==> src/rtl/neuron_lut_pkg.sv <==
// Shared types and sizing helpers for the programmable neuron truth table.
package neuron_lut_pkg;

    typedef enum logic [1:0] {
        IDLE  = 2'd0,
        LOAD  = 2'd1,
        ARMED = 2'd2
    } state_e;

    function automatic int calc_epw(input int word_w, input int out_bits);
        return word_w / out_bits;
    endfunction

    function automatic int calc_nwords(input int in_bits, input int word_w, input int out_bits);
        return (1 << in_bits) / calc_epw(word_w, out_bits);
    endfunction

    function automatic int cnt_w(input int nwords);
        return (nwords > 1) ? $clog2(nwords) : 1;
    endfunction

    // Word-counter width for the default 8-in / 1-out / 8-bit-word configuration.
    localparam int WCNT_W = cnt_w(calc_nwords(8, 8, 1));

endpackage

==> src/rtl/neuron_lut_ram.sv <==
// DEPTH x OUT_BITS distributed table: one EPW-entry word write port, one registered read port.
// NEURON_LUT_READBACK_EN adds an asynchronous word-wide read port for table readback.
module neuron_lut_ram
    import neuron_lut_pkg::*;
#(
    parameter int IN_BITS  = 8,
    parameter int OUT_BITS = 1,
    parameter int WORD_W   = 8
)(
    input  logic                                                clk,
    input  logic                                                rst,
    input  logic                                                we_i,
    input  logic [cnt_w(calc_nwords(IN_BITS, WORD_W, OUT_BITS))-1:0] waddr_i,
    input  logic [WORD_W-1:0]                                   wdata_i,
    input  logic                                                re_i,
    input  logic [IN_BITS-1:0]                                  raddr_i,
    output logic [OUT_BITS-1:0]                                 rdata_o
`ifdef NEURON_LUT_READBACK_EN
    ,
    input  logic [cnt_w(calc_nwords(IN_BITS, WORD_W, OUT_BITS))-1:0] rb_addr_i,
    output logic [WORD_W-1:0]                                   rb_word_o
`endif
);

    localparam int DEPTH  = 1 << IN_BITS;
    localparam int EPW    = calc_epw(WORD_W, OUT_BITS);
    localparam int NWORDS = calc_nwords(IN_BITS, WORD_W, OUT_BITS);
    localparam int CW     = cnt_w(NWORDS);

    (* rom_style = "distributed", ram_style = "distributed" *)
    logic [OUT_BITS-1:0] mem_q [DEPTH];
    logic [OUT_BITS-1:0] rdata_q;

    function automatic logic [IN_BITS-1:0] ent_addr(input logic [CW-1:0] w, input int j);
        return IN_BITS'(int'(w) * EPW + j);
    endfunction

    // Table contents are deliberately left out of reset.
    always_ff @(posedge clk) begin
        if (we_i) begin
            for (int j = 0; j < EPW; j++) begin
                mem_q[ent_addr(waddr_i, j)] <= wdata_i[j*OUT_BITS +: OUT_BITS];
            end
        end
    end

    always_ff @(posedge clk) begin
        if (rst) begin
            rdata_q <= '0;
        end else if (re_i) begin
            rdata_q <= mem_q[raddr_i];
        end
    end

    assign rdata_o = rdata_q;

`ifdef NEURON_LUT_READBACK_EN
    always_comb begin
        rb_word_o = '0;
        for (int j = 0; j < EPW; j++) begin
            rb_word_o[j*OUT_BITS +: OUT_BITS] = mem_q[ent_addr(rb_addr_i, j)];
        end
    end
`endif

endmodule

==> src/rtl/neuron_lut_prog.sv <==
// Runtime-loadable neuron truth table: valid/ready word loader, framing check, 1-cycle lookup.
// Define NEURON_LUT_READBACK_EN to add the rb_* table readback stream.
//
// state | meaning
// IDLE  | no valid table (after reset or a framing error)
// LOAD  | accepting table words, s_ready high
// ARMED | table complete, lookups answered
module neuron_lut_prog
    import neuron_lut_pkg::*;
#(
    parameter int IN_BITS  = 8,
    parameter int OUT_BITS = 1,
    parameter int WORD_W   = 8
)(
    input  logic                clk,
    input  logic                rst,
    input  logic                load_start,
    input  logic                s_valid,
    output logic                s_ready,
    input  logic [WORD_W-1:0]   s_data,
    input  logic                s_last,
    output logic                armed,
    output logic                err,
    input  logic                in_valid,
    input  logic [IN_BITS-1:0]  M0,
    output logic [OUT_BITS-1:0] M1,
    output logic                out_valid
`ifdef NEURON_LUT_READBACK_EN
    ,
    input  logic                rb_start,
    output logic                rb_valid,
    input  logic                rb_ready,
    output logic [WORD_W-1:0]   rb_data,
    output logic                rb_last
`endif
);

    localparam int NWORDS = calc_nwords(IN_BITS, WORD_W, OUT_BITS);
    localparam int CW     = cnt_w(NWORDS);

    state_e        state_q;
    logic [CW-1:0] wcnt_q;
    logic          armed_q, err_q, s_ready_q, out_valid_q;
    logic          last_word, wr_en, rd_en;

    assign last_word = (wcnt_q == CW'(NWORDS - 1));
    // A word arriving together with a restart is dropped.
    assign wr_en     = (state_q == LOAD) && s_valid && !load_start;
    assign rd_en     = (state_q == ARMED) && in_valid && !load_start;

    always_ff @(posedge clk) begin
        if (rst) begin
            state_q     <= IDLE;
            wcnt_q      <= '0;
            armed_q     <= 1'b0;
            err_q       <= 1'b0;
            s_ready_q   <= 1'b0;
            out_valid_q <= 1'b0;
        end else begin
            out_valid_q <= rd_en;
            case (state_q)
                IDLE, ARMED: begin
                    if (load_start) begin
                        state_q   <= LOAD;
                        wcnt_q    <= '0;
                        err_q     <= 1'b0;
                        armed_q   <= 1'b0;
                        s_ready_q <= 1'b1;
                    end
                end
                LOAD: begin
                    if (load_start) begin
                        wcnt_q <= '0;
                        err_q  <= 1'b0;
                    end else if (s_valid) begin
                        if (last_word && s_last) begin
                            state_q   <= ARMED;
                            armed_q   <= 1'b1;
                            s_ready_q <= 1'b0;
                        end else if (last_word || s_last) begin
                            state_q   <= IDLE;
                            err_q     <= 1'b1;
                            s_ready_q <= 1'b0;
                        end else begin
                            wcnt_q <= wcnt_q + CW'(1);
                        end
                    end
                end
                default: begin
                    state_q   <= IDLE;
                    s_ready_q <= 1'b0;
                end
            endcase
        end
    end

    assign s_ready   = s_ready_q;
    assign armed     = armed_q;
    assign err       = err_q;
    assign out_valid = out_valid_q;

`ifdef NEURON_LUT_READBACK_EN
    logic          rb_act_q;
    logic [CW-1:0] rb_cnt_q;
    logic          rb_end;

    assign rb_end = (rb_cnt_q == CW'(NWORDS - 1));

    always_ff @(posedge clk) begin
        if (rst || load_start || state_q != ARMED) begin
            rb_act_q <= 1'b0;
            rb_cnt_q <= '0;
        end else if (!rb_act_q) begin
            if (rb_start) begin
                rb_act_q <= 1'b1;
                rb_cnt_q <= '0;
            end
        end else if (rb_ready) begin
            if (rb_end) begin
                rb_act_q <= 1'b0;
            end else begin
                rb_cnt_q <= rb_cnt_q + CW'(1);
            end
        end
    end

    assign rb_valid = rb_act_q;
    assign rb_last  = rb_act_q && rb_end;
`endif

    neuron_lut_ram #(
        .IN_BITS  (IN_BITS),
        .OUT_BITS (OUT_BITS),
        .WORD_W   (WORD_W)
    ) u_ram (
        .clk      (clk),
        .rst      (rst),
        .we_i     (wr_en),
        .waddr_i  (wcnt_q),
        .wdata_i  (s_data),
        .re_i     (rd_en),
        .raddr_i  (M0),
        .rdata_o  (M1)
`ifdef NEURON_LUT_READBACK_EN
        ,
        .rb_addr_i(rb_cnt_q),
        .rb_word_o(rb_data)
`endif
    );

endmodule

==> config.mk <==
export PLATFORM = sky130hd
export DESIGN_NAME = neuron_lut_prog
export DESIGN_NICKNAME = d
export VERILOG_FILES = /design/src/rtl/neuron_lut_pkg.sv /design/src/rtl/neuron_lut_ram.sv /design/src/rtl/neuron_lut_prog.sv
export SDC_FILE = /design/constraint.sdc
export NUM_CORES = 1
export LEC_CHECK = 0
export BUFFER_PORTS_ARGS = -buffer_cell sky130_fd_sc_hd__buf_4
export CAP_MARGIN = 20
export CORE_ASPECT_RATIO = 0.5
export CORE_MARGIN = 3
export CORE_UTILIZATION = 30
export DETAILED_ROUTE_END_ITERATION = 8
export GPL_TIMING_DRIVEN = 0
export PLACE_DENSITY = 0.45
export SLEW_MARGIN = 15
export SYNTH_ARGS = -nofsm -noshare
export SYNTH_HDL_FRONTEND = slang
export SYNTH_SLANG_ARGS = --single-unit
==> constraint.sdc <==
create_clock -name clk -period 2.3 [get_ports clk]
set_clock_uncertainty 0.1 [all_clocks]
set_input_delay 0.115 -clock clk [delete_from_list [all_inputs] [get_ports clk]]
set_output_delay 0.115 -clock clk [all_outputs]
set_load 0.02 [all_outputs]
# After elaboration in Yosys (flattened, before gate mapping)
# Memories as Yosys holds them, arrays and structs flattened. A register that Yosys moved wholly into a read port is not among the register bits.
# Index checks and enable logic that the tools add are counted.
[totals]
n_memories = 1
ramBits = 256
ff_bits = 11
wordCells = 71
out_inout_bits = 5
[op_classes]
n_reduce_logical = 14
n_eq_ne = 12
muxes = 30
add_sub_neg = 8
[memory_table]
columns = ["name", "depth", "word_bits", "read_ports", "rd_ports_with_merged_regs", "write_ports", "line", "source"]
rows = [
  ["u_ram.mem_q", 256, 1, 1, 1, 8, "neuron_lut_ram.sv:31", "logic [OUT_BITS-1:0] mem_q [DEPTH];"],
]
[ops]
columns = ["cell", "count"]
rows = [
  ["8-bit by 3-bit adder with 8-bit output, second input constant", 4],
  ["5-bit two-way mux", 5],
  ["8-bit by 2-bit adder with 8-bit output, second input constant", 2],
  ["1-bit two-way mux", 15],
  ["5-bit AND reduction", 3],
  ["2-bit two-way mux", 5],
  ["5-bit one-hot mux with 2 select lines", 1],
  ["3-bit != test, second input constant", 3],
  ["8-bit by 1-bit adder with 8-bit output, second input constant", 1],
  ["2-bit != test, second input constant", 3],
  ["1-bit one-hot mux with 2 select lines", 3],
  ["5-bit by 1-bit adder with 5-bit output, second input constant", 1],
  ["5-bit equality test, second input constant", 1],
  ["1-bit logical AND", 5],
  ["2-bit one-hot mux with 2 select lines", 1],
  ["4-bit AND reduction", 1],
  ["3-bit by 1-bit != test with 1-bit output, second input constant", 1],
  ["3-bit by 2-bit != test with 1-bit output, second input constant", 1],
  ["2-bit by 1-bit equality test with 1-bit output, second input constant", 1],
  ["2-bit equality test, second input constant", 1],
  ["2-bit logical NOT", 1],
  ["2-bit by 1-bit != test with 1-bit output, second input constant", 1],
  ["2-bit nonzero test", 1],
  ["2-bit OR reduction", 1],
  ["other kinds (2)", 2],
]

# Logic depth before layout (Yosys ltp)
[depth]
word_depth = 7
mapped_depth = 10

# By module
# A second synthesis with hierarchy kept.
[hier_totals]
cells_unflattened = 579
area_unflattened_um2 = 10764.1
[modules_own_cells]
columns = ["mod", "cells_per_inst", "instances", "area_per_inst_um2", "seq_area_each_um2"]
rows = [
  ["neuron_lut_ram", 517, 1, 10221.1, 7707.4],
  ["neuron_lut_prog", 62, 1, 543.0, 220.2],
]

# Worst setup path after synthesis
# OpenSTA, ideal clock, no wires.
[synth_timing]
path_type = "reg2reg"
startpoint = "register state_q[0]"
endpoint = "memory u_ram.mem_q[16], enable pin"
period_less_slack_ns = 2.644
required_time_ns = 1.805
stages_incl_launch_ff = 5
arrival_ns = 2.149
slack_ns = -0.344
cell_sequence = "dfxtp_1 -> inv_1 -> nor4_1 -> nand2_1 -> nor4_1"
[synth_lines]
columns = ["item", "line", "source"]
rows = [
  ["start: declaration", "neuron_lut_prog.sv:41", "state_e state_q;"],
  ["start signal: assignment", "neuron_lut_prog.sv:53", "state_q <= IDLE;"],
  ["start signal: assignment", "neuron_lut_prog.sv:64", "state_q <= LOAD;"],
  ["start signal: assignment", "neuron_lut_prog.sv:77", "state_q <= ARMED;"],
  ["end: declaration", "neuron_lut_ram.sv:31", ""],
]

==> impl_metrics.csv <==
group,metric,value,unit
timing,whs,0.0866,ns
place,gp_congestion,0.823,
synth,synth_edf_count,256,
timing,hold_viol,0,
worst_setup_path,crit_slowest_cell,"or3_4",
pwr,peakVddDrop,0.000522,V
finish,area_delta_synth_final,19.9,%
outcome,status,"complete, no violations",
worst_setup_path,r2r-start,"state_q[0]",
timing,relSlewSlack,36.5,%
worst_setup_path,r2r_setup_slack,0.06,ns
synth,netlist_area,10800,µm²
floorplanning,core,35000,µm²
floorplanning,start_util,30.8,%
route,drt_iter0_drc,523,
synth,synth_flop_cell,"edfxtp_1",
global_route,gr-usage-met1,21.4,%
finish,fillerInstances,3279,
synth,ys_ff_latch,267,
route,routed_wl,27800,µm
worst_setup_path,r2r_cells,5,
global_route,gr-total-overflow,0,
pwr,leakagePower,4.06,nW
cts,cts_buffers,26,
place,portBuffers,17,
synth,synthCells,568,
global_route,track_usage,14.7,%
route,vias_per_cell,5.01,
timing,final.setup.worst_slack,0.0591,ns
cts,clk_pin_slew,0.07,ns
synth,synthXorXnorAreaFrac,0.163,%
synth,synth.distinct_cells,50,
pwr,power_density,788,nW/µm²
min_path,holdPathStages,4,
timing,setup_viol,0,
synth,syn_area_per_cell,19.0,µm²
synth,synth_nets,592,
synth,synthMuxAreaShare,15.2,%
finish,fin_area,12900,µm²
route,vias,5681,
min_path,holdCritPathClass,"in2reg",
worst_setup_path,r2r_end,"u_ram.mem_q[11]",
global_route,met2_usage,21.9,%
global_route,grt_pass1_vias,5844,
global_route,grt_max_degree,33,
cts,cts_max_level,1,
floorplanning,dieArea,38300,µm²
global_route,antenna_found_initial,0,
floorplanning,io_pins,27,
timing,grt_setup_unrepaired,"true",
timing,finalMaxSlewViolations,0,
timing,worst_pin_slew,0.953,ns
synth,synthSimpleGateAreaFrac,5.80,%
floorplanning,num_rows,48,
timing,fin_setup_tns,0,ns
finish,antenna_cells,0,
finish,stdcell_count,1134,
place,place_area,11500,µm²
cts,root_buffer,"clkbuf_16",
worst_setup_path,path_cells,"inv_1 > nor3_4 > nand3_2 > or3_4 > nor2_4",
pwr,finalPower,10.2,mW
cts,cts_tree,"yes",
worst_setup_path,worstPathArrival,2.35,ns
worst_setup_path,cp_data_required_time,2.41,ns
cts,clockBufferDepth,3,
synth,synthArstFlopShare,0,%
job,cap_violations,0,
synth,synth_warnings,0,
global_route,grt_most_used_layer,"met2",
worst_setup_path,critPathKind,"reg2reg",
place,dp_slack,-0.462,ns
worst_setup_path,cp_max_fo,8,
worst_setup_path,cp.buffers_inverters,1,
cts,clock_sinks,267,
worst_setup_path,crit_start,"state_q[0]",
synth,synth_compound_gate_area_share,3.24,%
min_path,worst_hold_startpoint,"M0[5]",
place,dpl.hpwl,16700,µm
route,firstDrtPassIters,5,
synth,synth_adder_area_share,0.232,%
timing,period_minus_slack,2.24,ns
route,drc,0,
worst_setup_path,startpoint_type,"register",
synth,seq_area_frac_synth,73.4,%
floorplanning,die_x,274,µm
min_path,hold_end,"u_ram.rdata_o",
route,wl_per_cell,24.5,µm
finish,final_core_util,36.9,%
route,drtAntennaViolNets,0,
global_route,use_met3,4.07,%
timing,post-route-period-util,97.4,%
global_route,grt_pass1_wl,40600,µm
place,dp_cells,1060,
finish,drive_gt1_share,28.8,%
cts,clock_latency,0.54,ns
worst_setup_path,path_delay_family,"simple AND/OR/NAND/NOR gates",
floorplanning,die_height,140,µm
synth,synth_top_family_by_area,"multiplexers",
worst_setup_path,cpPeakStageDelay,0.45,ns
worst_setup_path,end_kind,"register",
timing,fmax,446,MHz
finish,nets,664,
-- metal layers --
layer | vias to the layer above | share of wire, %
met5 | - | 0
met4 | 0 | 2.0
met3 | 47 | 6.3
met2 | 147 | 44
met1 | 3005 | 48
li1 | 2482 | -
-- kinds of logic (layout without fill, tap and decap cells) --
| kind of cell | after synthesis | count (layout) |
|---|---|---|
| xor+xnor | 2 | 2 |
| compound gates | 52 | 52 |
| buf+inv | 40 | 131 |
| simple gates | 122 | 122 |
| flops | 267 | 267 |
| mux | 83 | 83 |
| fa+ha+maj | 2 | 2 |
-- Yosys cell counts (all sizes together), types with 3 or more instances --
cell type	instances	area, µm²
nor3	13	70.1
mux2i	17	170
mux4	60	1400
edfxtp	256	7690
nor2b	9	56.3
dfxtp	11	220
mux2	6	67.6
a22oi	4	30.0
clkbuf	11	41.3
nand2	17	63.8
o311ai	4	35.0
a21oi	11	55.1
inv	5	18.8
a211oi	5	37.5
a31oi	3	18.8
nand3	15	75.1
nand4b	3	26.3
o211ai	3	22.5
o21ai	10	50.1
nor2	36	135
nand3b	4	30.0
and3	3	18.8
nand4	4	25.0
nand2b	8	50.1
buf	24	151
o21a	3	22.5
nor4	3	18.8
-- registers in the layout (all words and copies together), names as in the netlist --
| name | flops |
|---|---|
| state_q | 2 |
| out_valid | 1 |
| wcnt_q | 5 |
| u_ram.rdata_o | 1 |
| err | 1 |
| u_ram.mem_q | 256 |
| armed | 1 |
-- area by class of cell --
| type | instances | area [µm²] | share of cell area, % |
|---|---|---|---|
| well taps | 475 | 594 | 4.60 |
| multi-input cells | 261 | 2940 | 22.7 |
| plain buffers | 35 | 194 | 1.50 |
| clock buffers | 32 | 694 | 5.38 |
| repair buffers | 44 | 410 | 3.18 |
| clock inverters | 15 | 151 | 1.17 |
| inverters | 5 | 18.8 | 0.145 |
| flip-flops and latches | 267 | 7910 | 61.3 |
-- how the worst max path moves through the flow --
| stage | endpoint | slack [ns] | cells past startpoint |
|---|---|---|---|
| final | u_ram.mem_q[11] | 0.06 | 5 |
| after floorplan | u_ram.mem_q[56] | -0.06 | 5 |
| after global placement | u_ram.mem_q[119] | -0.73 | 4 |
| after global routing | u_ram.mem_q[139] | -0.03 | 6 |
| after detailed placement | u_ram.mem_q[44] | -0.46 | 5 |
| after CTS | u_ram.mem_q[11] | -0.06 | 5 |
-- layout by cell type (no fill, tap or decap), drive strengths merged, types with 8 or more instances in the layout --
cell / count
o21ai: 10
nand3: 15
nor2: 36
nor2b: 9
nor3: 13
a21oi: 11
buf: 56
nand2: 17
edfxtp: 256
dfxtp: 11
mux4: 60
clkinv: 11
clkbuf: 43
dlygate4sd3: 12
nand2b: 8
mux2i: 17
-- power by group --
part	internal (mW)	total [mW]	switching, mW
clock	2.48	4.28	1.80
sequential	5.33	5.33	0.00533
combinational	0.202	0.554	0.352
-- worst min-delay path: cells and delay by family --
family | cells | cell delay, ns
AO/OA/AOI/OAI | 2 | 0.17
buffers and inverters | 2 | 0.41
-- timing repair --
action                                  in CTS  in global routing
hold buffers                                12                  0
pin swaps                                    7                  3
gates resized for setup                     51                  7
endpoints found under the setup margin     248                203
setup buffers                               13                  2
hold endpoints to repair                   262                  0
(Power assumes the default switching activity.)
